### src/rtl/spi_master_ctrl.sv
// -----------------------------------------------------------------------------
// spi_master_ctrl
//   SPI mode-0 transaction master for the on-board 4 x 8-bit register slave.
//   One command sends an address byte {rw, 5'b0, addr} followed by len+1 data
//   bytes. Write data is pulled from the host with wr_ready. Read data is
//   returned through rd_data/rd_valid.
//
//   Optional feature (compile-time macro SPI_MASTER_LOOPBACK_EN):
//     adds input `loopback`. When it is sampled high with start, the receive
//     shifter listens to MOSI instead of MISO and SS is kept high for that
//     transaction. SCLK and MOSI still toggle.
//
// Ports
//   clk, reset        system clock, asynchronous active-high reset
//   start             1-clk command strobe (accepted only while busy == 0)
//   rw, addr, len     command fields sampled with start (len = bytes - 1)
//   wr_data           write byte; the first byte is sampled with start
//   wr_ready          1-clk pulse: wr_data captured for data bytes 2..N
//   rd_data, rd_valid last received read byte and its 1-clk update strobe
//   busy, done        transaction in progress / 1-clk end-of-transaction pulse
//   SCLK, MOSI, SS    SPI outputs (SCLK idles low, SS active low)
//   MISO              SPI input, sampled directly on each SCLK rising clk
//   loopback          (SPI_MASTER_LOOPBACK_EN only) internal loopback select
// -----------------------------------------------------------------------------
module spi_master_ctrl #(
    parameter int unsigned CLK_DIV    = 8,  // clk cycles per SCLK half-period, >= 4
    parameter int unsigned GAP_CYCLES = 8,  // SCLK-low clks between bytes, >= 6
    parameter int unsigned SS_SETUP   = 4,  // SS low to start of first bit
    parameter int unsigned SS_HOLD    = 4   // last SCLK fall to SS high
) (
    input  logic       clk,
    input  logic       reset,
    input  logic       start,
    input  logic       rw,
    input  logic [1:0] addr,
    input  logic [1:0] len,
    input  logic [7:0] wr_data,
`ifdef SPI_MASTER_LOOPBACK_EN
    input  logic       loopback,
`endif
    output logic       wr_ready,
    output logic [7:0] rd_data,
    output logic       rd_valid,
    output logic       busy,
    output logic       done,
    output logic       SCLK,
    output logic       MOSI,
    input  logic       MISO,
    output logic       SS
);

    typedef enum logic [2:0] {
        IDLE,
        SETUP,
        SHIFT,
        GAP,
        HOLD
    } state_t;

    localparam logic [15:0] DIV_LAST   = 16'(CLK_DIV - 1);
    localparam logic [15:0] GAP_LAST   = 16'(GAP_CYCLES - 1);
    localparam logic [15:0] SETUP_LAST = 16'(SS_SETUP - 1);
    localparam logic [15:0] HOLD_LAST  = 16'(SS_HOLD - 1);

    state_t      state;
    logic [15:0] cnt;        // clk counter shared by every timed state
    logic [2:0]  bit_cnt;    // bit index within the current byte
    logic [2:0]  byte_cnt;   // 0 = address byte, 1..len+1 = data bytes
    logic        rw_q;
    logic [1:0]  len_q;
    logic [7:0]  wr_first;   // first write byte, captured with start
    logic [7:0]  tx_sr;
    logic [7:0]  rx_sr;
    logic [7:0]  next_byte;
    logic        last_byte;
    logic        sample_bit;

`ifdef SPI_MASTER_LOOPBACK_EN
    logic lb_q;
    assign sample_bit = lb_q ? MOSI : MISO;
`else
    assign sample_bit = MISO;
`endif

    assign last_byte = (byte_cnt == ({1'b0, len_q} + 3'd1));

    // Byte loaded into the shifter when leaving GAP. Reads send zeros.
    // NOTE: default assignment first so no path leaves next_byte unassigned (no latch).
    always_comb begin
        next_byte = 8'h00;
        if (rw_q) begin
            next_byte = (byte_cnt == 3'd0) ? wr_first : wr_data;
        end
    end

    // NOTE: all state below is updated with non-blocking assignments so every
    // register sees pre-edge values of the others.
    always_ff @(posedge clk or posedge reset) begin
        if (reset) begin
            state    <= IDLE;
            cnt      <= '0;
            bit_cnt  <= '0;
            byte_cnt <= '0;
            rw_q     <= 1'b0;
            len_q    <= '0;
            wr_first <= '0;
            tx_sr    <= '0;
            rx_sr    <= '0;
            wr_ready <= 1'b0;
            rd_data  <= 8'h00;
            rd_valid <= 1'b0;
            busy     <= 1'b0;
            done     <= 1'b0;
            SCLK     <= 1'b0;
            MOSI     <= 1'b0;
            SS       <= 1'b1;
`ifdef SPI_MASTER_LOOPBACK_EN
            lb_q     <= 1'b0;
`endif
        end else begin
            wr_ready <= 1'b0;
            rd_valid <= 1'b0;
            done     <= 1'b0;

            case (state)
                IDLE: begin
                    // busy is still high in the done clk, so a start arriving
                    // together with done is ignored here.
                    busy <= 1'b0;
                    if (start && !busy) begin
                        rw_q     <= rw;
                        len_q    <= len;
                        wr_first <= wr_data;
                        tx_sr    <= {rw, 5'b0, addr};
                        MOSI     <= rw;
                        busy     <= 1'b1;
                        cnt      <= '0;
                        bit_cnt  <= '0;
                        byte_cnt <= '0;
                        state    <= SETUP;
`ifdef SPI_MASTER_LOOPBACK_EN
                        lb_q     <= loopback;
                        SS       <= loopback;
`else
                        SS       <= 1'b0;
`endif
                    end
                end

                SETUP: begin
                    if (cnt == SETUP_LAST) begin
                        cnt   <= '0;
                        state <= SHIFT;
                    end else begin
                        cnt <= cnt + 16'd1;
                    end
                end

                SHIFT: begin
                    if (cnt != DIV_LAST) begin
                        cnt <= cnt + 16'd1;
                    end else begin
                        cnt <= '0;
                        if (!SCLK) begin
                            // Rising edge: sample the slave (or MOSI in loopback).
                            SCLK  <= 1'b1;
                            rx_sr <= {rx_sr[6:0], sample_bit};
                            if (bit_cnt == 3'd7 && byte_cnt != 3'd0 && !rw_q) begin
                                rd_data  <= {rx_sr[6:0], sample_bit};
                                rd_valid <= 1'b1;
                            end
                        end else begin
                            // Falling edge: start of the next low half.
                            SCLK <= 1'b0;
                            if (bit_cnt == 3'd7) begin
                                bit_cnt <= '0;
                                MOSI    <= 1'b0;
                                state   <= last_byte ? HOLD : GAP;
                            end else begin
                                bit_cnt <= bit_cnt + 3'd1;
                                tx_sr   <= {tx_sr[6:0], 1'b0};
                                MOSI    <= tx_sr[6];
                            end
                        end
                    end
                end

                GAP: begin
                    if (cnt == GAP_LAST) begin
                        cnt      <= '0;
                        byte_cnt <= byte_cnt + 3'd1;
                        tx_sr    <= next_byte;
                        MOSI     <= next_byte[7];
                        // Only data bytes 2..N come from the live wr_data bus.
                        wr_ready <= rw_q && (byte_cnt != 3'd0);
                        state    <= SHIFT;
                    end else begin
                        cnt <= cnt + 16'd1;
                    end
                end

                HOLD: begin
                    if (cnt == HOLD_LAST) begin
                        cnt   <= '0;
                        SS    <= 1'b1;
                        done  <= 1'b1;
                        state <= IDLE;
                    end else begin
                        cnt <= cnt + 16'd1;
                    end
                end

                default: state <= IDLE;
            endcase
        end
    end

endmodule
### config.mk
export PLATFORM = sky130hd
export DESIGN_NAME = spi_master_ctrl
export DESIGN_NICKNAME = d
export VERILOG_FILES = /design/src/rtl/spi_master_ctrl.sv
export SDC_FILE = /design/constraint.sdc
export NUM_CORES = 1
export LEC_CHECK = 0
export CAP_MARGIN = 20
export CORE_ASPECT_RATIO = 0.5
export CORE_MARGIN = 2
export CORE_UTILIZATION = 45
export CTS_CLUSTER_DIAMETER = 100
export DETAILED_ROUTE_END_ITERATION = 6
export PLACE_DENSITY = 0.65
export SETUP_SLACK_MARGIN = 0.1
export SYNTH_ARGS = -nofsm -noshare
export SYNTH_HDL_FRONTEND = slang
export SYNTH_SLANG_ARGS = --single-unit
### constraint.sdc
create_clock -name clk -period 7.8 [get_ports clk]
set_input_delay 0.78 -clock clk [delete_from_list [all_inputs] [get_ports clk]]
set_output_delay 0.78 -clock clk [all_outputs]
set_load 0.03 [all_outputs]
# --- Word-level counts from Yosys, hierarchy flattened ---
# Index checks and enable logic that the tools add are counted.
op_classes:
  add_sub_neg: 4
  n_eq_ne: 17
  mux: 48
  bitwise_logic: 2
  n_reduce_logical: 26
op_table:
  columns: ["cell", "n"]
  rows:
  - ["two-way mux 16 bit", 4]
  - ["one-hot mux 16 bit (4 select lines)", 1]
  - ["two-way mux 3 bit", 13]
  - ["two-way mux 7 bit", 5]
  - ["one-hot mux 7 bit (3 select lines)", 1]
  - ["two-way mux 1 bit", 17]
  - ["adder 16 x 1 -> 16 bit (second input constant)", 1]
  - ["equality test 16 x 2 -> 1 bit (second input constant)", 1]
  - ["equality test 16 x 3 -> 1 bit (second input constant)", 1]
  - ["two-way mux 8 bit", 2]
  - ["inequality test 16 x 3 -> 1 bit (second input constant)", 1]
  - ["inequality test 2 bit (second input constant)", 8]
  - ["one-hot mux 3 bit (5 select lines)", 1]
  - ["one-hot mux 3 bit (2 select lines)", 2]
  - ["AND reduction 3 bit", 3]
  - ["AND reduction 4 bit", 2]
  - ["AND reduction 7 bit", 1]
  - ["adder 3 x 1 -> 3 bit (second input constant)", 2]
  - ["equality test 3 x 2 -> 1 bit (second input constant)", 2]
  - ["equality test 3 bit (second input constant)", 2]
  - ["logical NOT 3 bit", 2]
  - ["AND reduction 2 bit", 3]
  - ["AND reduction 6 bit", 1]
  - ["nonzero test 2 bit", 3]
  - ["12 further kinds", 18]
word_totals:
  register_bits: 65
  input_bits: 17
  output_inout_bits: 15
  word_cells: 114

# --- Logic depth before layout (Yosys ltp) ---
# Gate-level depths: netlist of the first run.
logic_depth:
  word_depth: 7
  mapped_depth: 8
  mapped_depth_nobuf: 7

# --- Worst setup path before layout of the first run ---
# OpenSTA, ideal clock, no wires.
synth_timing:
  path_type: "register to register"
  from: "register cnt[13]"
  to: "register rd_data[0]"
  setup_time_ns: 0.125
  arrival_time_ns: 2.332
  required_ns: 7.675
  slack_ns: 5.343
  stages_incl_launch_ff: 6
  n_path_buf: 0
  period_less_slack_ns: 2.457
  path_cell_list: "dfrtp_1 > nor4_4 > nand4_2 > nor4_4 > nor4b_4 > mux2_4"
synth_between:
  elab_chain_len: 3
synth_lines:
  columns: ["element", "line", "source"]
  rows:
  - ["start, declared", "66", "logic [15:0] cnt;"]
  - ["start signal, assigned", "155", "cnt <= cnt + 16'd1;"]
  - ["start signal, assigned", "161", "cnt <= cnt + 16'd1;"]
  - ["start signal, assigned", "198", "cnt <= cnt + 16'd1;"]
  - ["inequality test 16 x 3 -> 1 bit", "160", "if (cnt != DIV_LAST) begin"]
  - ["inverter 1 bit (no source line)", null, null]
  - ["AND reduction 4 bit (no source line)", null, null]
  - ["end signal, assigned", "169", "rd_data <= {rx_sr[6:0], sample_bit};"]
  - ["end, declared", "42", "output logic [7:0] rd_data,"]
# No other way between the ends.
# A chain may end at the register's enable or synchronous reset.

# --- Worst setup path in the final report of the first run ---
layout_timing:
  from: "register state[1]"
  to: "register rd_data[1]"
layout_between:
  elab_chain_len: 2
layout_lines:
  columns: ["element", "line", "source"]
  rows:
  - ["start, declared", "65", "state_t state;"]
  - ["start signal, assigned", "178", "state <= last_byte ? HOLD : GAP;"]
  - ["equality test 3 x 2 -> 1 bit", "125", "case (state)"]
  - ["AND reduction 4 bit (no source line)", null, null]
# No other way between the ends.

==> metrics.csv, run 1 <==
metric;value;unit
status;complete, no violations;
critPathKind;reg2reg;
grt_pass1_vias;2297;
coreArea;0.00724;mm2
leakagePower;1.84;nW
hp-start;rx_sr[6];
wire_per_inst;14.9;um
yosysWarnings;0;
synth-seq-cells;65;
clock_skew;0.00659;ns
p_int;908;uW
die_area;0.00812;mm2
fillCellCount;628;
maxCapViolations;0;
ys_types;47;
cts_tree;yes;
post-dp-hpwl;4.51;mm
rrSetupSlack;4.77;ns
power.density;344;mW/mm2
seqPwrFrac;35.8;%
drv_slew;0;
hold_path.class;reg2reg;
totalWireLength;6.55;mm
critical_path.startpoint;state[1];
dp_slack;4.79;ns
power;1.40;mW
grt_max_degree;66;
syn_avg_cell_area;10.9;um2
areaGrowthSynthToFinish;22.4;%
worst_setup_path_end_kind;flip-flop;
worstReg2RegStart;state[1];
arrival;3.25;ns
synth_edf_count;0;
firstDrtPassIters;4;
cp.required;8.02;ns
place_area;0.00373;mm2
drt_iter0_markers;168;
nets;362;
finalSetupTns;0;ns
synth_ff_type;dfrtp_1;
swShare;34.9;%
final_hold_viol_count;0;
max-clock-path-buffers;2;
fmax;0.330;GHz
groute.usage.overall;18.0;%
async_flop_share;100;%
postCtsSetupRepairBufs;0;
irDropWorstVdd;158;uV
antenna_found_initial;0;
syn_area;0.00332;mm2
ant_nets;0;
setup_viol;0;
cts_buffers;9;
die_y;64.7;um
io_buffers;31;
ios;32;
vias;2440;
rows;22;
initial_core_util;45.8;%
synth_nets;327;
postCtsHoldBufs;0;
fin_crit;3.03;ns
drive_gt1_share;18.0;%
start_kind;flip-flop;
finish.instance_area;0.00406;mm2
cts_root_buffer;clkbuf_16;
drc_errors;0;
routed_via_density;5.55;
dpl.cell_count;424;
crit_fanout;16;
antenna_cells;0;
fp.dieW;125;um
path_clk_slew;0.06;ns
gr-total-overflow;0;
worst_pin_slew;1.09;ns
p_sw;487;uW
relSlewSlack;27.1;%
clock_sinks;65;
combinationalPowerShare;32.7;%
final_cells;440;
gp_congestion;0.806;
htree_levels;3;
yosysSeqAreaShare;49.1;%
period_share;38.9;%
grt_first_pass_wirelength;11.4;mm
clkPwrFrac;31.5;%
clk_latency;0.34;ns
post_cts_resized;0;
fin_ws;4.77;ns
rsz0062_at_grt;no;
netlist_instances;304;
[final cells by class]
cell class | instances | area, um2 | share of cell area (%)
Timing Repair Buffer | 33 | 325 | 8.01
Multi-Input combinational cell | 215 | 1600 | 39.4
Clock buffer | 11 | 253 | 6.23
Inverter | 15 | 56.3 | 1.39
Tap cell | 96 | 120 | 2.96
Clock inverter | 5 | 77.6 | 1.91
Sequential cell | 65 | 1630 | 40.1
[cells by family after synthesis]
family	after synthesis	synth area share [%]
xor+xnor	8	2.11
buf+inv	24	2.72
flops	65	49.1
mux	43	15.1
fa+ha+maj	6	2.26
simple gates	98	17.6
compound gates	60	11.2
[cells in the final DEF (no fill, tap or decap), types with 3 or more instances in the layout]
master,count
mux2i_1,11
xnor2_1,4
xor2_1,4
o21ai_0,22
a21oi_1,14
and3_1,5
clkdlybuf4s50_1,31
nor4_4,3
a22o_1,4
nor3_1,10
mux2_4,8
inv_1,14
a31oi_1,3
nand3_1,10
nor2b_1,4
nor4_1,3
clkbuf_16,9
nand4_1,5
mux2_2,24
nor2_1,14
ha_1,6
nand2_1,23
dfrtp_1,64
or3_1,7
a21o_1,4
[final timing paths]
path,endpoint,cells after the start
min in group asynchronous,rd_data[2],3
setup reg to reg,rd_data[1],5
hold reg to reg,rd_data[7],1
max in group asynchronous,state[0],3
hold / removal,rd_data[7],1
setup / recovery,rd_data[1],5
[cells in the mapped netlist, drive strengths merged (3+ instances only)]
master	n	area share, %
dfrtp	64	48
mux2	32	12
o21ai	24	3.6
nand2	23	2.6
inv	15	1.7
a21oi	14	2.1
nor2	14	1.6
mux2i	11	3.3
nor3	11	1.8
nand3	10	1.5
clkbuf	9	1.0
or3	7	1.3
and3	6	1.2
ha	6	2.3
nand4	6	1.3
nor4	6	2.5
a21o	4	0.91
a22o	4	1.1
nor2b	4	0.75
xnor2	4	1.1
xor2	4	1.1
a31oi	3	0.57
[sequential cells by signal (all words and copies together), names as in the netlist, 2 cells and up]
signal,cells
cnt,16
rd_data,8
wr_first,8
rx_sr,7
tx_sr,7
bit_cnt,3
byte_cnt,3
state,3
len_q,2
[layer usage]
| layer | vias up | wire [um] | track usage [%] |
|---|---|---|---|
| li1 | 1176 | - | - |
| met1 | 1209 | 3230 | 23.9 |
| met4 | 0 | 89 | 5.83 |
| met3 | 10 | 258 | 6.19 |
| met2 | 45 | 2970 | 28.0 |
| met5 | - | 0 | 0 |
[worst max-delay path, stage by stage, from the launching register on]
cell and delay [ns]:
dfrtp_1 0.63, nor2b_1 0.49, nand2_1 0.29, nor4_4 0.45, nor4b_4 0.70, mux2_4 0.35
[power by group through the flow]
stage	logic, mW	registers (mW)	clock network [mW]
final	0.456	0.499	0.439
after global routing	0.513	0.513	0.463
after CTS	0.460	0.499	0.447
after detailed placement	0.458	0.504	0
after global placement	0.451	0.498	0
after floorplan	0.357	0.485	0
[through the flow]
step	hold WS, ns	util (%)
floorplan	0.477	-
global placement	0.488	51.5
detailed placement	0.493	51.5
CTS	0.505	56.1
global route	0.520	56.1
finish	0.504	56.1
Power figures use the tool's default switching activity.
==> inputs of run 2 (changes only) <==
==> constraint.sdc (replaced) <==
create_clock -name clk -period 2.9 [get_ports clk]
set_input_delay 0.29 -clock clk [delete_from_list [all_inputs] [get_ports clk]]
set_output_delay 0.29 -clock clk [all_outputs]
set_load 0.03 [all_outputs]
==> metrics.csv, run 2 (synthesized netlist as in run 1, its figures left out) <==
metric;value;unit
grt_first_pass_wirelength;12.0;mm
postCtsSetupRepairBufs;0;
groute.usage.overall;19.0;%
nets;368;
drive_gt1_share;18.9;%
hold_slack;0.352;ns
firstDrtPassIters;4;
cp.required;3.12;ns
largest_register_ffs;16;
maxCapViolations;0;
arrival;2.81;ns
path_clk_slew;0.05;ns
post_cts_resized;0;
setup_viol;0;
max-clock-path-buffers;2;
start_kind;flip-flop;
final_hold_viol_count;0;
fin_crit;2.60;ns
antenna_found_initial;0;
initial_core_util;45.8;%
worst_pin_slew;0.700;ns
fp.dieW;125;um
crit_fanout;7;
worst_setup_path_end_kind;flip-flop;
cts_root_buffer;clkbuf_16;
place_area;0.00379;mm2
die_area;0.00812;mm2
top_register;cnt;
gp_congestion;0.818;
power.density;889;mW/mm2
cp_num_buf_inv;0;
worstReg2RegStart;cnt[0];
coreArea;0.00724;mm2
clock_sinks;65;
cts_buffers;9;
period_share;89.6;%
vias;2479;
die_y;64.7;um
grt_max_degree;66;
fmax;0.385;GHz
cts_tree;yes;
status;complete, no violations;
most-common-layout-cells;dfrtp_1 (64), clkdlybuf4s50_1 (31), mux2_2 (24);
ios;32;
irDropWorstVdd;396;uV
leakagePower;1.85;nW
areaGrowthSynthToFinish;22.1;%
grt_pass1_vias;2512;
postCtsHoldBufs;0;
rsz0062_at_grt;no;
critical_path.startpoint;cnt[0];
path_cells;ha_1 > nor4bb_1 > nand4_1 > a2111oi_2 > mux2_2;
gr-total-overflow;0;
cpMaxStageDelayCell;a2111oi_2;
relSlewSlack;53.1;%
ant_nets;0;
io_buffers;31;
finish.instance_area;0.00405;mm2
drt_iter0_markers;165;
clk_latency;0.33;ns
post-dp-hpwl;4.57;mm
wire_per_inst;15.0;um
rows;22;
hold_path.class;in2async;
final_util;55.9;%
drc_errors;0;
final_common_cell;dfrtp_1;
critPathKind;reg2reg;
finalSetupTns;0;ns
fillCellCount;646;
antenna_cells;0;
top_regs;cnt (16), rd_data (8), wr_first (8);
totalWireLength;6.69;mm
drv_slew;0;
clock_skew;0.00636;ns
routed_via_density;5.57;
htree_levels;3;
crit_family;simple AND/OR/NAND/NOR gates;
worst_path_largest_cell_delay;0.66;ns
-- run 2: cell type report --
type / count / area (um2) / share of cell area (%)
Clock buffer: 11 / 243 / 6.00
Clock inverter: 4 / 20.0 / 0.494
Inverter: 15 / 56.3 / 1.39
Multi-Input combinational cell: 215 / 1600 / 39.5
Sequential cell: 65 / 1630 / 40.2
Tap cell: 96 / 120 / 2.97
Timing Repair Buffer: 39 / 383 / 9.46
-- run 2: stage by stage --
step	power [mW]	setup WS, ns	std cells
after floorplan	2.26	0.443	304
after global placement	2.61	0.489	430
after detailed placement	2.66	0.363	430
after CTS	3.64	0.345	445
after global routing	3.88	0.161	445
final	3.60	0.303	445
-- run 2: path summary, 6_finish.rpt --
path | cells past startpoint | to | slack (ns)
worst max-delay path | 5 | bit_cnt[0] | 0.30
max in group asynchronous | 3 | SS | 2.24
worst min register to register | 1 | tx_sr[6] | 0.51
worst min-delay path | 3 | tx_sr[5] | 0.35
min in group clk | 1 | tx_sr[6] | 0.51
worst max register to register | 5 | bit_cnt[0] | 0.30
-- run 2: power by group --
group | internal (mW) | leakage [nW] | switching [mW]
Combinational | 0.578 | 0.850 | 0.719
Sequential | 1.12 | 0.860 | 0.224
Clock | 0.589 | 0.135 | 0.367
Total | 2.29 | 1.85 | 1.31
-- run 2: worst min-delay path, cell delays in order --
cell,delay (ns)
clkdlybuf4s50_1,0.41
inv_2,0.07
buf_12,0.31
-- run 2: metal layers --
layer | share of wire (%) | track usage (%) | vias to the layer above
met3 | 4.5 | 7.02 | 16
met1 | 47 | 24.4 | 1222
met4 | 2.2 | 7.22 | 0
met5 | 0 | 0 | -
li1 | - | - | 1186
met2 | 46 | 29.8 | 55
==> patch 1, RTL diff (flow settings as in run 2) <==
Add a define of `SPI_MASTER_LOOPBACK_EN`.
--- a/src/rtl/spi_master_ctrl.sv
+++ b/src/rtl/spi_master_ctrl.sv
@@ -23,4 +23,6 @@
 //   loopback          (SPI_MASTER_LOOPBACK_EN only) internal loopback select
 // -----------------------------------------------------------------------------
+`define SPI_MASTER_LOOPBACK_EN
+
 module spi_master_ctrl #(
     parameter int unsigned CLK_DIV    = 8,  // clk cycles per SCLK half-period, >= 4
Interface: changed (added loopback); port bits go from 32 to 33. No check against the original RTL was run, so the function may have changed too.
==> patch 1 against run 2 <==
- setup slack improved by 0.36 ns
- global-route usage shrank 1.2 points
- hold slack improved by 0.027 ns
- count of clock-buffer cells in the layout unchanged
- via count fell by 1.2%
- non-clock buffer count fell by 1
- final cell count is 3.4% higher
- area after synthesis is 1.4% higher
- sequential cell count increased by 1
- routed wire length grew 0.75%
- design area up 1.3%
- power up 7.9%
- highest routed layer unchanged
==> patch 1: results (changes against run 2) <==
* # fillers at 617 (-4.5%)
* Compound-Gate Fraction of Synth Area at 0.109 (-0.00261)
* Post-Syn Instances at 325 (+6.9%)
* Crit-path max FO at 10 (+3)
* Reg-to-reg critical path startpoint: state[2]
* First-pass GRT wire length at 11600 um (-4.0%)
* Placer Congestion at 0.831 (+1.7%)
* Pin count of the biggest net entering global routing at 38 (-42%)
* Place WS at 0.586 ns (+0.224 ns)
* Hold Slack at 0.379 ns (+0.0275 ns)
* Rel. slew slack at 0.525 (-0.00586)
* DP Cell Count at 444 (+3.3%)
* DP Wirelength at 4720 um (+3.1%)
* Gr usage total at 0.178 (-0.0121)
* Initial antenna violation count at 0 (unchanged)
* Pleak at 1.89 nW (+2.2%)
* Vias per cell at 5.32 (-4.4%)
* WL/cell at 14.6 um (-2.5%)
* Post-Synth XOR/XNOR Area at 0.0261 (+0.00493)
* Hold Crit Class: primary input to async pin
* IO buf count at 32 (+3.2%)
* First-pass iteration count of the detailed router at 5 (+1)
* Peak supply drop at 537 uV (+36%)
* Sequential area share after synthesis at 0.492 (+0.000868)
* Post-synth top cells: 65 x dfrtp_1, 64 x nand2_1, 22 x o21ai_0
* R2r setup slk at 0.66 ns (+0.36 ns)
* Synthesized Nets at 349 (+6.7%)
* Synth area leaders: dfrtp_1 48%, nand2_1 7.1%, mux2_2 5.7%
* Critical path class: flip-flop to flip-flop
* Adder-cell area share of the yosys netlist at 0.0223 (-0.000303)
* Skew final at 0.00725 ns (+0.000883 ns)
* Vias at 2449 (-1.2%)
* Slowest library cell on the worst path: a2111oi_1
* Nets at 383 (+4.1%)
* Drt initial violations at 168 (+1.8%)
* Setup Fix Bufs, Post-CTS at 0 (unchanged)
* Status: completed
* Library cells used by synthesis at 46 (-2.1%)
* Max incr delay on CP at 0.62 ns (-0.04 ns)
patch 1: cell count changes after synthesis, sizes merged, moves of 5 or more:
cell / before / now
inv: 15 / 8
nand2: 23 / 64
buf: 0 / 5
a21oi: 14 / 8
nand3: 10 / 5
mux2: 32 / 26
nor3: 11 / 6
patch 1: area by class of cell:
| cell class | count | area share |
|---|---|---|
| Timing Repair Buffer | 38 | 0.0921 |
| Clock buffer | 11 | 0.0616 |
| Clock inverter | 5 | 0.0128 |
| Multi-Input combinational cell | 236 | 0.394 |
| Tap cell | 96 | 0.0293 |
| Inverter | 8 | 0.00732 |
| Sequential cell | 66 | 0.403 |
patch 1: metrics by stage:
| step | power (mW) | instance area [um2] |
|---|---|---|
| 2_1_floorplan | 2.44 | 3360 |
| 3_3_place_gp | 2.75 | 3800 |
| 3_5_place_dp | 2.81 | 3800 |
| 4_1_cts | 3.91 | 4100 |
| 5_1_grt | 4.15 | 4100 |
| 6_report | 3.88 | 4100 |
patch 1: cells by family after synthesis:
logic type / count (synthesis)
and+or+nand+nor: 126
DFF: 66
adders and majority gates: 6
AOI/OAI and AO/OA: 59
xor gates and xnor gates: 10
buffers and inverters: 23
muxes: 35
patch 1: worst max path at each step:
| stage | endpoint | slack (ns) | cells past startpoint |
|---|---|---|---|
| 3_5_place_dp | bit_cnt[0] | 0.59 | 6 |
| 6_report | bit_cnt[0] | 0.66 | 5 |
| 2_1_floorplan | rd_data[0] | 0.77 | 6 |
| 4_1_cts | bit_cnt[0] | 0.69 | 5 |
| 3_3_place_gp | bit_cnt[0] | 0.70 | 6 |
| 5_1_grt | bit_cnt[2] | 0.50 | 5 |
patch 1: metal layers:
metal	global-route usage	up-vias	share of wire
li1	-	1212	-
met1	0.238	1194	0.50
met2	0.290	34	0.46
met3	0.0489	9	0.035
met4	0.0508	0	0.0085
met5	0	-	0
patch 1: power by group:
group	switching (mW)	leakage [nW]	total, mW	internal (mW)
combinational	0.747	0.859	1.35	0.607
sequential	0.269	0.876	1.45	1.18
clock	0.376	0.151	1.08	0.706
total	1.39	1.89	3.88	2.49
==> patch 2, RTL diff (settings of run 2) <==
Without the edit above. The 5 states of `state_t` get a one-hot encoding in 5 bits.
--- a/src/rtl/spi_master_ctrl.sv
+++ b/src/rtl/spi_master_ctrl.sv
@@ -50,10 +50,10 @@
 );
 
-    typedef enum logic [2:0] {
-        IDLE,
-        SETUP,
-        SHIFT,
-        GAP,
-        HOLD
+    typedef enum logic [4:0] {
+        IDLE  = 5'b00001,
+        SETUP = 5'b00010,
+        SHIFT = 5'b00100,
+        GAP   = 5'b01000,
+        HOLD  = 5'b10000
     } state_t;
 
Function: same outputs for any inputs over 10 cycles, from zero or initial values and one cycle with reset high; not proved beyond that.
==> patch 2 against run 2 <==
- routed wire length up 9.5%
- count of clock-buffer cells in the layout down 1
- design area up 4.5%
- sequential cell count up 2
- clock skew down 0.00067 ns
- highest routed layer unchanged
- hold slack worse by 0.0087 ns
- area after synthesis up 6.3%
- largest cell class is now multi-input combinational cells
- synthesized cell count up 14%
- setup slack better by 0.10 ns
- power down 1.9%
==> patch 2: results (changes against run 2) <==
* Placer Congestion at 0.871 (+6.6%)
* Status: completed
* Peak supply drop at 462 uV (+17%)
* DP Cell Count at 474 (+10%)
* Post-synth top cells: 65 x dfrtp_1, 60 x nand2_1, 23 x mux2_2
* Drt initial violations at 126 (-24%)
* Library cells used by synthesis at 60 (+28%)
* Post-route clock period utilization at 0.861 (-0.0348)
* Crit-path max FO at 10 (+3)
* Hold Slack at 0.343 ns (-0.00871 ns)
* Skew final at 0.00569 ns (-0.000671 ns)
* Place WS at 0.409 ns (+0.0466 ns)
* Synthesized Nets at 370 (+13%)
* # fillers at 674 (+4.3%)
* WP data arrival at 2.71 ns (-0.10 ns)
* Pin count of the biggest net entering global routing at 68 (+3.0%)
* Final non-filler cell total at 489 (+9.9%)
* Synth area leaders: dfrtp_1 46%, mux2_2 7.3%, nand2_1 6.4%
* Setup Fix Bufs, Post-CTS at 0 (unchanged)
* DP Wirelength at 5080 um (+11%)
* Pleak at 1.92 nW (+4.3%)
* Share of cells above drive strength 1 at 0.168 (-0.0211)
* Sw power at 1.21 mW (-7.8%)
* WL/cell at 15.0 um (-0.33%)
* Sequential area share after synthesis at 0.476 (-0.0144)
* Synth Area per Inst at 10.2 um2 (-6.9%)
* First-pass GRT wire length at 12800 um (+6.2%)
* Worst Setup SP: byte_cnt[0]
* Gr usage total at 0.193 (+0.00284)
* R2r worst-path depth at 6 (+1)
* R2r setup slk at 0.40 ns (+0.10 ns)
* Vias at 2677 (+8.0%)
* Placement Cell Area at 3920 um2 (+3.6%)
==> patch 2: layer usage <==
| layer | share of wire | global-route usage |
|---|---|---|
| met5 | 0 | 0 |
| met4 | 0.014 | 0.0707 |
| met3 | 0.049 | 0.0554 |
| met2 | 0.46 | 0.308 |
| met1 | 0.48 | 0.253 |
==> patch 2: kinds of logic (layout without fill, tap and decap cells) <==
kind of cell	count (synthesis)	after routing	synth area share
fa+ha+maj	6	6	0.0213
simple gates	151	151	0.239
flops	67	67	0.476
compound gates	60	60	0.108
buf+inv	20	54	0.0284
mux	32	32	0.0990
xor+xnor	11	11	0.0273
==> patch 2: layout make-up <==
class / instances / area [um2] / share of cell area
Clock buffer: 10 / 229 / 0.0541
Clock inverter: 5 / 78.8 / 0.0186
Inverter: 5 / 18.8 / 0.00444
Multi-Input combinational cell: 260 / 1750 / 0.412
Sequential cell: 67 / 1680 / 0.397
Tap cell: 108 / 135 / 0.0319
Timing Repair Buffer: 34 / 345 / 0.0816
==> patch 2: worst min-delay path by stage <==
stage,startpoint,endpoint,cells past startpoint
after floorplan,len[0],len_q[0],2
after global placement,wr_first[5],wr_first[5],2
after detailed placement,wr_first[5],wr_first[5],2
after CTS,reset,wr_first[5],3
after global routing,reset,wr_first[3],3
final,reset,wr_first[1],3
==> patch 2: power groups by stage <==
stage	sequential, mW	combinational, mW	clock, mW
floorplan	1.24	0.901	0
global placement	1.29	1.08	0
detailed placement	1.30	1.10	0
CTS	1.28	1.11	1.17
global route	1.31	1.25	1.21
finish	1.28	1.10	1.14
==> patch 2: worst max-delay path: stages, from the launching register on <==
cell,delay (ns)
dfrtp_1,0.43
inv_1,0.07
ha_1,0.19
nor2b_1,0.29
or3b_2,0.55
nor4_4,0.45
mux2_2,0.40
